`config.mk`:
```
export PLATFORM = sky130hd
export DESIGN_NAME = card_dealer_stage
export DESIGN_NICKNAME = d
export VERILOG_FILES = /design/src/rtl/card_dealer_stage_pkg.sv /design/src/rtl/card_fifo.sv /design/src/rtl/card_dealer_stage.sv
export SDC_FILE = /design/constraint.sdc
export NUM_CORES = 1
export LEC_CHECK = 0
export ABC_CLOCK_PERIOD_IN_PS = 6000
export CAP_MARGIN = 5
export CORE_MARGIN = 4
export CORE_UTILIZATION = 44
export CTS_CLUSTER_DIAMETER = 40
export DETAILED_ROUTE_END_ITERATION = 8
export HOLD_SLACK_MARGIN = 0.1
export SLEW_MARGIN = 40
export SYNTH_ARGS = -nofsm -noshare
export SYNTH_HDL_FRONTEND = slang
export SYNTH_HIERARCHICAL = 1
export SYNTH_SLANG_ARGS = --single-unit
```
`constraint.sdc`:
```
create_clock -name clk_i -period 6 [get_ports clk_i]
set_input_delay 1.2 -clock clk_i [delete_from_list [all_inputs] [get_ports clk_i]]
set_output_delay 1.2 -clock clk_i [all_outputs]
set_load 0.01 [all_outputs]
```
`src/rtl/card_dealer_stage_pkg.sv`:
```
// ----------------------------------------------------------------------------
// card_dealer_stage_pkg
// Shared constants, FSM state type and card-validity helper for the card
// dealer stage and its output FIFO.
// ----------------------------------------------------------------------------
package card_dealer_stage_pkg;

    localparam int unsigned CARD_W    = 8;
    localparam int unsigned DECK_SIZE = 52;
    localparam int unsigned CNT_W     = 6;

    typedef enum logic [1:0] {
        StIdle,
        StReq,
        StWait,
        StCheck
    } dealer_state_e;

    // A code from the generator names a real card only if it is below 52.
    function automatic logic is_valid_card(input logic [CARD_W-1:0] card);
        return 32'(card) < DECK_SIZE;
    endfunction

endpackage

```
`src/rtl/card_fifo.sv`:
```
// ----------------------------------------------------------------------------
// card_fifo
// Small synchronous FIFO buffering accepted cards. Head is read straight from
// the storage array; flush drops all entries.
// Ports:
//   clk_i, rst_i : clock, synchronous active-high reset
//   flush_i      : empty the FIFO (wins over push/pop)
//   push_i/din_i : write an entry
//   pop_i        : drop the head entry (ignored when empty)
//   dout_o       : head entry
//   empty_o      : no entries held
//   count_o      : current occupancy
// ----------------------------------------------------------------------------
module card_fifo #(
    parameter int unsigned DEPTH = 4,
    parameter int unsigned WIDTH = 8
) (
    input  logic                     clk_i,
    input  logic                     rst_i,
    input  logic                     flush_i,
    input  logic                     push_i,
    input  logic                     pop_i,
    input  logic [WIDTH-1:0]         din_i,
    output logic [WIDTH-1:0]         dout_o,
    output logic                     empty_o,
    output logic [$clog2(DEPTH):0]   count_o
);

    localparam int unsigned PTR_W = $clog2(DEPTH);
    localparam logic [PTR_W:0] FULL_CNT = (PTR_W+1)'(DEPTH);

    logic [WIDTH-1:0] r_mem [DEPTH];
    logic [PTR_W-1:0] r_wptr;
    logic [PTR_W-1:0] r_rptr;
    logic [PTR_W:0]   r_count;
    logic             w_push;
    logic             w_pop;

    assign w_push  = push_i && (r_count != FULL_CNT);
    assign w_pop   = pop_i && (r_count != '0);
    assign dout_o  = r_mem[r_rptr];
    assign empty_o = (r_count == '0);
    assign count_o = r_count;

    // Depth is a power of two, so the pointers wrap naturally.
    always_ff @(posedge clk_i) begin
        if (rst_i) begin
            r_wptr  <= '0;
            r_rptr  <= '0;
            r_count <= '0;
            for (int unsigned i = 0; i < DEPTH; i++) begin
                r_mem[i] <= '0;
            end
        end else if (flush_i) begin
            r_wptr  <= '0;
            r_rptr  <= '0;
            r_count <= '0;
        end else begin
            if (w_push) begin
                r_mem[r_wptr] <= din_i;
                r_wptr        <= r_wptr + 1'b1;
            end
            if (w_pop) begin
                r_rptr <= r_rptr + 1'b1;
            end
            case ({w_push, w_pop})
                2'b10:   r_count <= r_count + 1'b1;
                2'b01:   r_count <= r_count - 1'b1;
                default: r_count <= r_count;
            endcase
        end
    end

endmodule

```
`src/rtl/card_dealer_stage.sv`:
```
// ----------------------------------------------------------------------------
// card_dealer_stage
// Requests cards from the random card generator, samples the response a fixed
// latency later, rejects out-of-range or already-dealt codes (re-requesting
// back to back), tracks the 52-card deck and buffers accepted cards in a FIFO.
// Ports:
//   clk_i, rst_i            : clock, synchronous active-high reset
//   enable_i                : dealing permitted while high
//   shuffle_i               : pulse, start a new deck (applied when idle)
//   card_i                  : generator response code
//   request_card_o          : one-cycle request pulse to the generator
//   card_o/card_valid_o     : FIFO head and non-empty flag
//   card_ready_i            : consumer takes head when valid & ready
//   dealt_cnt_o             : cards accepted since last shuffle
//   deck_empty_o            : all 52 cards dealt
//   stall_err_o             : sticky, too many consecutive rejects
// ----------------------------------------------------------------------------
module card_dealer_stage
    import card_dealer_stage_pkg::*;
#(
    parameter int unsigned RESP_LAT   = 2,
    parameter int unsigned FIFO_DEPTH = 4,
    parameter int unsigned MAX_RETRY  = 16
) (
    input  logic              clk_i,
    input  logic              rst_i,
    input  logic              enable_i,
    input  logic              shuffle_i,
    input  logic [CARD_W-1:0] card_i,
    output logic              request_card_o,
    output logic [CARD_W-1:0] card_o,
    output logic              card_valid_o,
    input  logic              card_ready_i,
    output logic [CNT_W-1:0]  dealt_cnt_o,
    output logic              deck_empty_o,
    output logic              stall_err_o
);

    localparam int unsigned OCC_W = $clog2(FIFO_DEPTH) + 1;

    dealer_state_e          r_state;
    logic [2:0]             r_wait;
    logic [7:0]             r_retry;
    logic [DECK_SIZE-1:0]   r_mask;
    logic [CNT_W-1:0]       r_dealt;
    logic                   r_stall;
    logic                   r_req;
    logic                   r_shuf_pend;

    logic [OCC_W-1:0]       w_occ;
    logic                   w_fifo_empty;
    logic [5:0]             w_idx;
    logic                   w_accept;
    logic                   w_push;
    logic                   w_pop;
    logic                   w_flush;
    logic                   w_can_req;

    assign w_idx    = card_i[5:0];
    // The mask is only consulted once the code is known to be in range.
    assign w_accept = is_valid_card(card_i) && !r_mask[w_idx];
    assign w_push   = (r_state == StCheck) && w_accept;
    assign w_flush  = (r_state == StIdle) && r_shuf_pend;
    assign w_pop    = card_valid_o && card_ready_i;

    assign deck_empty_o   = (r_dealt == CNT_W'(DECK_SIZE));
    assign w_can_req      = enable_i && !r_stall && !deck_empty_o && (32'(w_occ) < FIFO_DEPTH);
    assign request_card_o = r_req;
    assign dealt_cnt_o    = r_dealt;
    assign stall_err_o    = r_stall;
    assign card_valid_o   = !w_fifo_empty;

    always_ff @(posedge clk_i) begin
        if (rst_i) begin
            r_state     <= StIdle;
            r_wait      <= '0;
            r_retry     <= '0;
            r_mask      <= '0;
            r_dealt     <= '0;
            r_stall     <= 1'b0;
            r_req       <= 1'b0;
            r_shuf_pend <= 1'b0;
        end else begin
            r_req <= 1'b0;
            if (shuffle_i) begin
                r_shuf_pend <= 1'b1;
            end
            case (r_state)
                StIdle: begin
                    // A pending shuffle takes the whole idle cycle; any pulse
                    // arriving now is absorbed into it.
                    if (r_shuf_pend) begin
                        r_mask      <= '0;
                        r_dealt     <= '0;
                        r_stall     <= 1'b0;
                        r_retry     <= '0;
                        r_shuf_pend <= 1'b0;
                    end else if (w_can_req) begin
                        r_state <= StReq;
                        r_req   <= 1'b1;
                    end
                end
                StReq: begin
                    r_wait  <= 3'(RESP_LAT - 1);
                    r_state <= (RESP_LAT == 1) ? StCheck : StWait;
                end
                StWait: begin
                    r_wait <= r_wait - 1'b1;
                    if (r_wait == 3'd1) begin
                        r_state <= StCheck;
                    end
                end
                StCheck: begin
                    if (w_accept) begin
                        r_mask[w_idx] <= 1'b1;
                        r_dealt       <= r_dealt + 1'b1;
                        r_retry       <= '0;
                        r_state       <= StIdle;
                    end else if (32'(r_retry) + 32'd1 >= MAX_RETRY) begin
                        r_stall <= 1'b1;
                        r_retry <= '0;
                        r_state <= StIdle;
                    end else begin
                        r_retry <= r_retry + 1'b1;
                        r_state <= StReq;
                        r_req   <= 1'b1;
                    end
                end
                default: r_state <= StIdle;
            endcase
        end
    end

    card_fifo #(
        .DEPTH (FIFO_DEPTH),
        .WIDTH (CARD_W)
    ) u_fifo (
        .clk_i   (clk_i),
        .rst_i   (rst_i),
        .flush_i (w_flush),
        .push_i  (w_push),
        .pop_i   (w_pop),
        .din_i   (card_i),
        .dout_o  (card_o),
        .empty_o (w_fifo_empty),
        .count_o (w_occ)
    );

endmodule

```
Yosys cells after proc, flatten, opt, wreduce, memory -nomap -nowiden
Memory sizes are Yosys's and may differ from the RTL's. A register that Yosys moved wholly into a read port is not among the register bits.
Cells that the tools add are included.
Widths: inputs -> output; s select.

word-level totals
  register bits after elaboration = 81
  RAM bits = 32
  input port bits = 13
  output and inout bits = 18
  word-level logic and storage cells = 112
  memories = 1

operators by class
  add/sub/neg operators = 8
  magnitude comparators = 5
  equal/unequal tests = 15
  muxes and demuxes = 45
  bitwise logic cells = 1
  reductions and logical operators = 26

memories
  name          depth  bits a word  rd ports  clocked after Yosys merged registers in  write ports  line             text
  u_fifo.r_mem  4      8            1         1                                        4            card_fifo.sv:32  logic [WIDTH-1:0] r_mem [DEPTH];

operator list
  cell                 count
  $mux 52              2
  $pmux 52 s2          1
  $or 52x52->52        1
  $mux 8               4
  $mux 1               21
  $pmux 8 s2           1
  $mux 2               6
  $mux 6               2
  $ne 2x2->1 const B   6
  $pmux 3 s2           2
  $pmux 6 s2           1
  $logic_and 1x1->1    10
  $add 8x1->9 const B  1
  $ge 9x5->1 const B   1
  $add 8x1->8 const B  1
  $lt 8x6->1 const B   1
  $pmux 2 s4           1
  $reduce_or 8->1      1
  $lt 6x7->1 const B   1
  $add 6x1->6 const B  1
  $bmux 1 s6           1
  $demux 1 s6          1
  $eq 2x2->1 const B   3
  $eq 6x6->1 const B   1
  other kinds (19)     29

Depth between registers and ports, before layout
  depth after elaboration = 12
  mapped depth = 15
  gate-level depth less buffers = 13

By module
The synthesis kept the hierarchy.

modules (own cells, without submodules)
  module             times used  cells each  area an instance (um^2)  sequential area each (um^2)
  card_dealer_stage  1           366         3552.2                   1481.4
  card_fifo          1           130         1869.3                   1141.1

Least setup slack after synthesis
Ideal clock, no wire load.

  kind = input-to-reg
  start point = input port card_i[0]
  end point = memory u_fifo.r_mem[3][0] (enable)
  setup time = 387 ps
  arrival time = 3670 ps
  data required time = 5613 ps
  setup slack = 1944 ps
  cell stages on the path = 8
  path buffers = 1
  cell sequence = buf_4 -> mux4_2 -> mux2_2 -> a221oi_2 -> nand4_1 -> inv_1 -> or2b_1 -> o31ai_1

RTL lines
  element          line                     text
  start, declared  card_dealer_stage.sv:29  input logic [CARD_W-1:0] card_i,
  end, declared    card_fifo.sv:32

==> reports/summary.md <==
The flow ran to the end, and the final reports show no timing, DRC or antenna violations. On the worst path, the slowest cell contributes a delay of 0.90 ns. The run gives 0 as the final number of max-transition violations.

After Yosys synthesis, full adders, half adders and majority gates account for 2.68% of the synthesized area. The clock passes through at most 2 buffers. The floorplan step set the die height to 119 um. Row generation in the floorplan step produced 40 rows. Across the whole layout, storage elements account for 2620 um^2.

The insertion delay of the later-clocked pin in the worst-skew pair is 0.41 ns, and the quantity of I/O buffers inserted on ports is 30. The data required time of the worst path was 6.10 ns. The post-layout minimum cycle time was 4.63 ns. The internal portion of the total power is 1.56 mW. The number of buffers and inverters on the critical path is 2.

Setup repair after global routing left no endpoint under its margin. The kind of launch point of the worst setup path was an input port. CTS clock-pin slew for the worst setup and hold paths: 0.05 ns.

Largest family of logic cells by synthesized area: simple AND/OR/NAND/NOR gates. From left edge to right edge, the die measures 119 um. The first global-routing pass estimated 20700 um of wire. Of all nets on the critical path, the largest fanout is 19. The category of the most critical setup path is in2reg. The part of the total power dissipated in the clock network is 45.5%. The cell count after synthesis came out at 496.

In the final layout, the share of cells above drive strength 1 is 15.2%. Entering global routing, the biggest net connects 45 pins. The actual slew at the worst max-slew pin was 0.681 ns; the post-cts resize count was 0. With fillers left out, the area of the finished cells amounts to 6480 um^2.

The slowest stage cell on the critical path is sky130_fd_sc_hd__clkdlybuf4s50_1. The number of instances in the placed design is 677, and the peak ir drop on the vdd network is 0.000199 V. CTS built an H-tree with a depth of 4. The final hold violation count was 0. The number of synthesized flops with an enable pin is 32. Type of the tightest min-delay check: reg2reg.

The root buffer cell was sky130_fd_sc_hd__clkbuf_16. For the part of the power in combinational logic, the log shows 14.5%. The tools report the setup slack after layout as 1.37 ns. TritonCTS built the clock tree. The tools report the combined area of the multi-input logic cells as 2560 um^2. The setup slack at placement is 0.937 ns, and the proportion of synthesized flip-flops having asynchronous set or reset is 0%.

The post-detailed-placement half-perimeter wirelength is 8450 um. The tools report the first-pass detailed-route iteration total as 5. For the final database, setup skew stands at 0.00963 ns. The register share of total power was 39.9%. Net switching power: 552 uW.

The logs give 0 for the count of buffers added by post-CTS timing repair for setup and 0 for the setup violation total in the final timing report. Synthesis instantiated 64 different standard cells from the library. The number of vias after detailed routing was 4045; the share of the clock period used by the worst path was 77.2%. The switching share of total power is 26.2%, and the proportion of netlist area held by the largest area contributor is 30.6%.

The core outline area was 12100 um^2; the final antenna diode count was 0. Power spread over the standard cell area amounts to 326 nW/um^2. The iteration-0 DRC count of the detailed router was 359; the non-filler instance count after layout was 709. The Yosys warning count is 6, and the initial core utilization is 44.9%. Ranked by total cell area, the synthesized netlist is headed by sky130_fd_sc_hd__dfxtp_1, sky130_fd_sc_hd__edfxtp_1, sky130_fd_sc_hd__a32o_1.

Walking the worst path, the cells encountered are clkdlybuf4s50_1 -> nor2_1 -> a211oi_1 -> o22ai_1 -> a2111oi_2 -> nand4_1 -> inv_1 -> or3b_4 -> nor4b_4 -> or2_2. Counting flops and latches in the post-synthesis netlist gives 115. The tool flagged a number of max-cap violations equal to 0. The cell family contributing the most delay on the critical path is simple AND/OR/NAND/NOR gates. The final weighted congestion in routability-driven placement was 0.800. After synthesis the cells add up to 5420 um^2. The completed layout was analyzed and its total power is 2.11 mW. The floorplan step defined a die boundary enclosing 14200 um^2.

The number of fill cells in the layout was 1054; the fraction of synthesized area in multiplexers was 7.92%. The average vias per placed instance is 5.71. For the final routed database, the setup TNS stands at 0 ns.

The tools report the number of global-route vias before repair as 4022. Hold repair after CTS inserted 0 buffers. The logs give 0 for the initial antenna violation count and 0 for the leftover overflow at the end of global routing. The synthesized netlist devotes 0.485% of its cell area to XOR and XNOR gates. The synthesized netlist devotes 17.6% of its cell area to compound gates.

In the layout the commonest cells are sky130_fd_sc_hd__dfxtp_1, sky130_fd_sc_hd__a32o_1, sky130_fd_sc_hd__and2_1. Global routing consumed, over all layers together, 18.5% of the routing resources. For this design the static power due to leakage is 2.32 nW. The final-stage net count was 552; the mean instance size in the synthesized netlist was 10.9 um^2. The tools report the normalized max-slew margin as 54.3%.

DRC violations left: 0. STA classifies the critical path endpoint as a register. Most common library cell in the layout ignoring fill and taps: sky130_fd_sc_hd__dfxtp_1. For this run, the top clock speed supported by timing is 0.216 GHz. The run gives 5900 um^2 as the placed standard-cell area. The CTS buffer count came out at 17.

The wire length reported by the detailed router was 12300 um. The library cell occupying the most area in the post-synthesis netlist was sky130_fd_sc_hd__dfxtp_1. The simple-gate portion of the synthesized area was 18.0%; the number of nets with antenna violations after routing was 0. The area growth from synthesis to final layout is 19.5%, and the routed length per instance is 17.4 um.

Most common flop cell mapped by yosys: sky130_fd_sc_hd__dfxtp_1. At the worst endpoint, the arrival time is 4.74 ns. Of the synthesized area, sequential elements account for 48.4%. Clock tree synthesis found a total of 115 sinks.

Counting every net in the synthesized netlist gives 520. For the count of pins on the block boundary, the log shows 31.
## synthesized netlist by cell type (5+ instances only)
library cell and count:
sky130_fd_sc_hd__nor2b_1 7, sky130_fd_sc_hd__mux4_2 13, sky130_fd_sc_hd__a211oi_1 6, sky130_fd_sc_hd__o211ai_1 6
sky130_fd_sc_hd__and2_1 38, sky130_fd_sc_hd__nand3_1 8, sky130_fd_sc_hd__mux2i_1 8, sky130_fd_sc_hd__clkbuf_1 14
sky130_fd_sc_hd__nor3_1 9, sky130_fd_sc_hd__buf_2 8, sky130_fd_sc_hd__a32o_1 43, sky130_fd_sc_hd__and3_1 8
sky130_fd_sc_hd__or2_2 5, sky130_fd_sc_hd__nor2_1 25, sky130_fd_sc_hd__inv_1 28, sky130_fd_sc_hd__mux2_2 5
sky130_fd_sc_hd__dfxtp_1 83, sky130_fd_sc_hd__a21oi_1 21, sky130_fd_sc_hd__edfxtp_1 32, sky130_fd_sc_hd__nand4_1 5
sky130_fd_sc_hd__or3_1 7, sky130_fd_sc_hd__ha_1 10, sky130_fd_sc_hd__nand2_1 22, sky130_fd_sc_hd__o21ai_0 11
## layout make-up
cell class              count  share of cell area [%]
clock buffers              28                    8.13
clock inverters             4                   0.695
inverters                  28                    1.62
multi-input cells         322                    39.6
flip-flops and latches    115                    40.5
well taps                 168                    3.25
repair buffers             44                    6.26
## power groups by stage
stage / clock network (mW) / registers, mW / logic, mW
floorplan: 0 / 0.854 / 0.227
global placement: 0 / 0.856 / 0.298
detailed placement: 0 / 0.857 / 0.307
CTS: 0.980 / 0.842 / 0.308
global route: 1.02 / 0.845 / 0.343
finish: 0.960 / 0.842 / 0.307
## flip-flops by register name, indices dropped and copies added (netlist names), named ones only
name and count:
r_mask 52, u_fifo/r_mem 32, r_retry 8, dealt_cnt_o 6
r_wait 3, u_fifo/count_o 3, r_state 2, u_fifo/r_rptr 2
u_fifo/r_wptr 2, r_shuf_pend 1, request_card_o 1, stall_err_o 1
## path summary, 6_finish.rpt
kind                                 from  depth (start not counted)  slack (ns)                                to
hold / removal    r_mask[51]$_SDFFE_PP0P_                          2        0.45           r_mask[51]$_SDFFE_PP0P_
setup reg to reg  r_mask[15]$_SDFFE_PP0P_                          8        2.82  u_fifo/r_mem[2][2]$_SDFFCE_PN0P_
setup / recovery                card_i[1]                         10        1.37  u_fifo/r_mem[2][2]$_SDFFCE_PN0P_
hold reg to reg   r_mask[51]$_SDFFE_PP0P_                          2        0.45           r_mask[51]$_SDFFE_PP0P_
## cells by family after synthesis
logic type,count (synthesis)
simple gates,162
compound gates,120
flops,115
buf+inv,59
mux,26
fa+ha+maj,11
xor+xnor,3
## per-layer routing
layer	vias up	track usage [%]	part of all wire [%]
met5	-	0	0
met4	0	7.97	2.2
met3	21	4.94	3.6
met2	69	29.8	48
met1	2009	23.3	46
li1	1946	-	-
## tightest hold or removal path, stage by stage, from the launching register on
cell and delay [ns]:
sky130_fd_sc_hd__dfxtp_1 0.31, sky130_fd_sc_hd__inv_1 0.05, sky130_fd_sc_hd__a21oi_1 0.05
## metrics by stage
stage	hold slack (ns)	utilization [%]
3_5_place_dp	0.436	48.9
4_1_cts	0.445	53.7
6_report	0.446	53.7
3_3_place_gp	0.433	48.8
5_1_grt	0.455	53.7
2_1_floorplan	0.421	-
Note: power is estimated with default switching activity, not from simulation.
==> RTL edit: new RTL, same settings <==
Change the parameter `FIFO_DEPTH` from 4 to 16.
--- a/src/rtl/card_dealer_stage.sv
+++ b/src/rtl/card_dealer_stage.sv
@@ -19,7 +19,7 @@
     import card_dealer_stage_pkg::*;
 #(
     parameter int unsigned RESP_LAT   = 2,
-    parameter int unsigned FIFO_DEPTH = 4,
+    parameter int unsigned FIFO_DEPTH = 16,
     parameter int unsigned MAX_RETRY  = 16
 ) (
     input  logic              clk_i,
Formal check against the unedited RTL: no difference found for any inputs over 10 cycles, from zero or initial values and one cycle with rst_i high; that may be too few to reach the edited logic, so the function may still have changed.
==> RTL edit against the original RTL <==
Synthesized area is 94% higher; largest cell class unchanged; design area is 89% higher; sequential share of layout area is 5.7 points higher; combinational power is 1% lower; wire length is 99% higher; utilization is 1.4 points lower; global-route usage is 0.30 points higher; synthesized cell count is 68% higher; total power is 87% higher; clock power is 110% higher; critical path type unchanged; sequential cell count is 104 higher; count of clock-buffer cells in the layout is 13 higher; worst setup slack worse by 0.70 ns; critical endpoint is now u_fifo/count_o[4]$_SDFFE_PP0P_.
==> RTL edit: results (changes against the original RTL) <==
Status -> finished clean (unchanged)
Starting DRT DRC Count -> 476 (was 359)
Met3 WL post-DR -> 1145 µm (was 448 µm)
Global-route met3 utilization -> 0.03493 (was 0.04938)
Dpl ws -> 0.2360 ns (was 0.9374 ns)
Gr usage total -> 0.1878 (was 0.1848)
Leak -> 4.339 nW (was 2.322 nW)
Slew margin rel. -> 0.4283 (was 0.5435)
Sequential fraction of the synthesis area -> 0.5394 (was 0.4837)
Crit-path max FO -> 17 (was 19)
Arrival time worst endpoint -> 5.70 ns (was 4.74 ns)
Layout clock area frac -> 0.09450 (was 0.08828)
Buffer share of cell area -> 0.03751 (was 0.06258)
Clk_lat worst skew -> 0.50 ns (was 0.41 ns)
Drt wl/cell -> 20.38 µm (was 17.38 µm)
Inverters -> 23 (was 28)
Top Registers -> u_fifo/r_mem (128), r_mask (52), r_retry (8) (was r_mask (52), u_fifo/r_mem (32), r_retry (8))
Worst VDD drop -> 0.0001895 V (was 0.0001993 V)
Top cells by area, synth -> edfxtp_1 (37%), dfxtp_1 (17%), mux4_2 (8.1%), and2_1 (8.0%), a32o_1 (4.6%) (was dfxtp_1 (31%), edfxtp_1 (18%), a32o_1 (7.9%), mux4_2 (5.4%), and2_1 (4.4%))
Nonclk buf count -> 50 (was 44)
Multi-input gate count -> 531 (was 322)
Metal2 WL -> 11910 µm (was 5935 µm)
Mapped Cells -> 833 (was 496)
Core area -> 23470 µm² (was 12060 µm²)
Placed wire-length estimate -> 15900 µm (was 8451 µm)
Placed Cells -> 1142 (was 677)
Layout cells sized above 1 -> 0.1840 (was 0.1516)
Met1 wire length -> 10960 µm (was 5667 µm)
CTS H-tree depth -> 2 (was 4)
Maxcap violations -> 0 (unchanged)
Largest net degree at the start of global routing -> 49 (was 45)
Dpl cell area -> 11100 µm² (was 5901 µm²)
Met1 GRT Util -> 0.2584 (was 0.2333)
Placer Congestion -> 0.8237 (was 0.8003)
Most used DFF post-synth -> edfxtp_1 (was dfxtp_1)
Layout clock buffer count -> 41 (was 28)
Asr flop ratio synth -> 0 (unchanged)
Internal -> 2.986 mW (was 1.558 mW)
Seq. cell area -> 5673 µm² (was 2623 µm²)
Post-CTS setup buffer count -> 0 (unchanged)
Fillers -> 2020 (was 1054)
Seq cells post-synth -> 219 (was 115)
Vias in the first global route -> 6930 (was 4022)
Final design utilization -> 0.5229 (was 0.5370)
Worst path top cell family by delay -> compound AO/OA/AOI/OAI gates (was simple AND/OR/NAND/NOR gates)
Num CTS Buffers -> 35 (was 17)
Synth Net Count -> 863 (was 520)
Multi-input logic area -> 4496 µm² (was 2562 µm²)
Final nets -> 890 (was 552)
Number of enable flip-flop cells after synthesis -> 128 (was 32)
[RTL edit: path summary, 6_finish.rpt]
| kind | start | end | slack, ns | cells past startpoint |
|---|---|---|---|---|
| worst max register to register | r_mask[46]$_SDFFE_PP0P_ | u_fifo/count_o[4]$_SDFFE_PP0P_ | 1.99 | 13 |
| worst min-delay path | r_mask[50]$_SDFFE_PP0P_ | r_mask[50]$_SDFFE_PP0P_ | 0.44 | 2 |
| worst max-delay path | card_i[2] | u_fifo/count_o[4]$_SDFFE_PP0P_ | 0.66 | 14 |
| worst min register to register | r_mask[50]$_SDFFE_PP0P_ | r_mask[50]$_SDFFE_PP0P_ | 0.44 | 2 |
[RTL edit: logic make-up (layout without fill, tap and decap cells)]
logic type,count (synthesis),count (layout),share of synthesized area
and+or+nand+nor,319,319,0.1858
DFF,219,219,0.5394
AOI/OAI and AO/OA,137,137,0.1153
buffers and inverters,83,136,0.03633
muxes,51,51,0.09708
adders and majority gates,17,17,0.02025
xor gates and xnor gates,7,7,0.005837
[RTL edit: worst register-to-register path, stage by stage (launching register included)]
cell       delay, ns
dfxtp_1         0.32
mux4_2          0.46
a22oi_1         0.19
o211ai_1        0.20
a21oi_1         0.34
and3_1          0.24
o21a_1          0.19
inv_1           0.06
ha_1            0.28
xor2_1          0.17
ha_1            0.22
a311oi_1        0.45
a2111oi_0       0.21
or4b_1          0.54
[RTL edit: power by group through the flow]
stage | Sequential [mW] | Combinational [mW] | Clock, mW
after detailed placement | 1.70 | 0.301 | 0
after global placement | 1.69 | 0.282 | 0
after CTS | 1.66 | 0.303 | 2.01
final | 1.66 | 0.303 | 1.97
after global routing | 1.67 | 0.332 | 2.08
after floorplan | 1.69 | 0.196 | 0
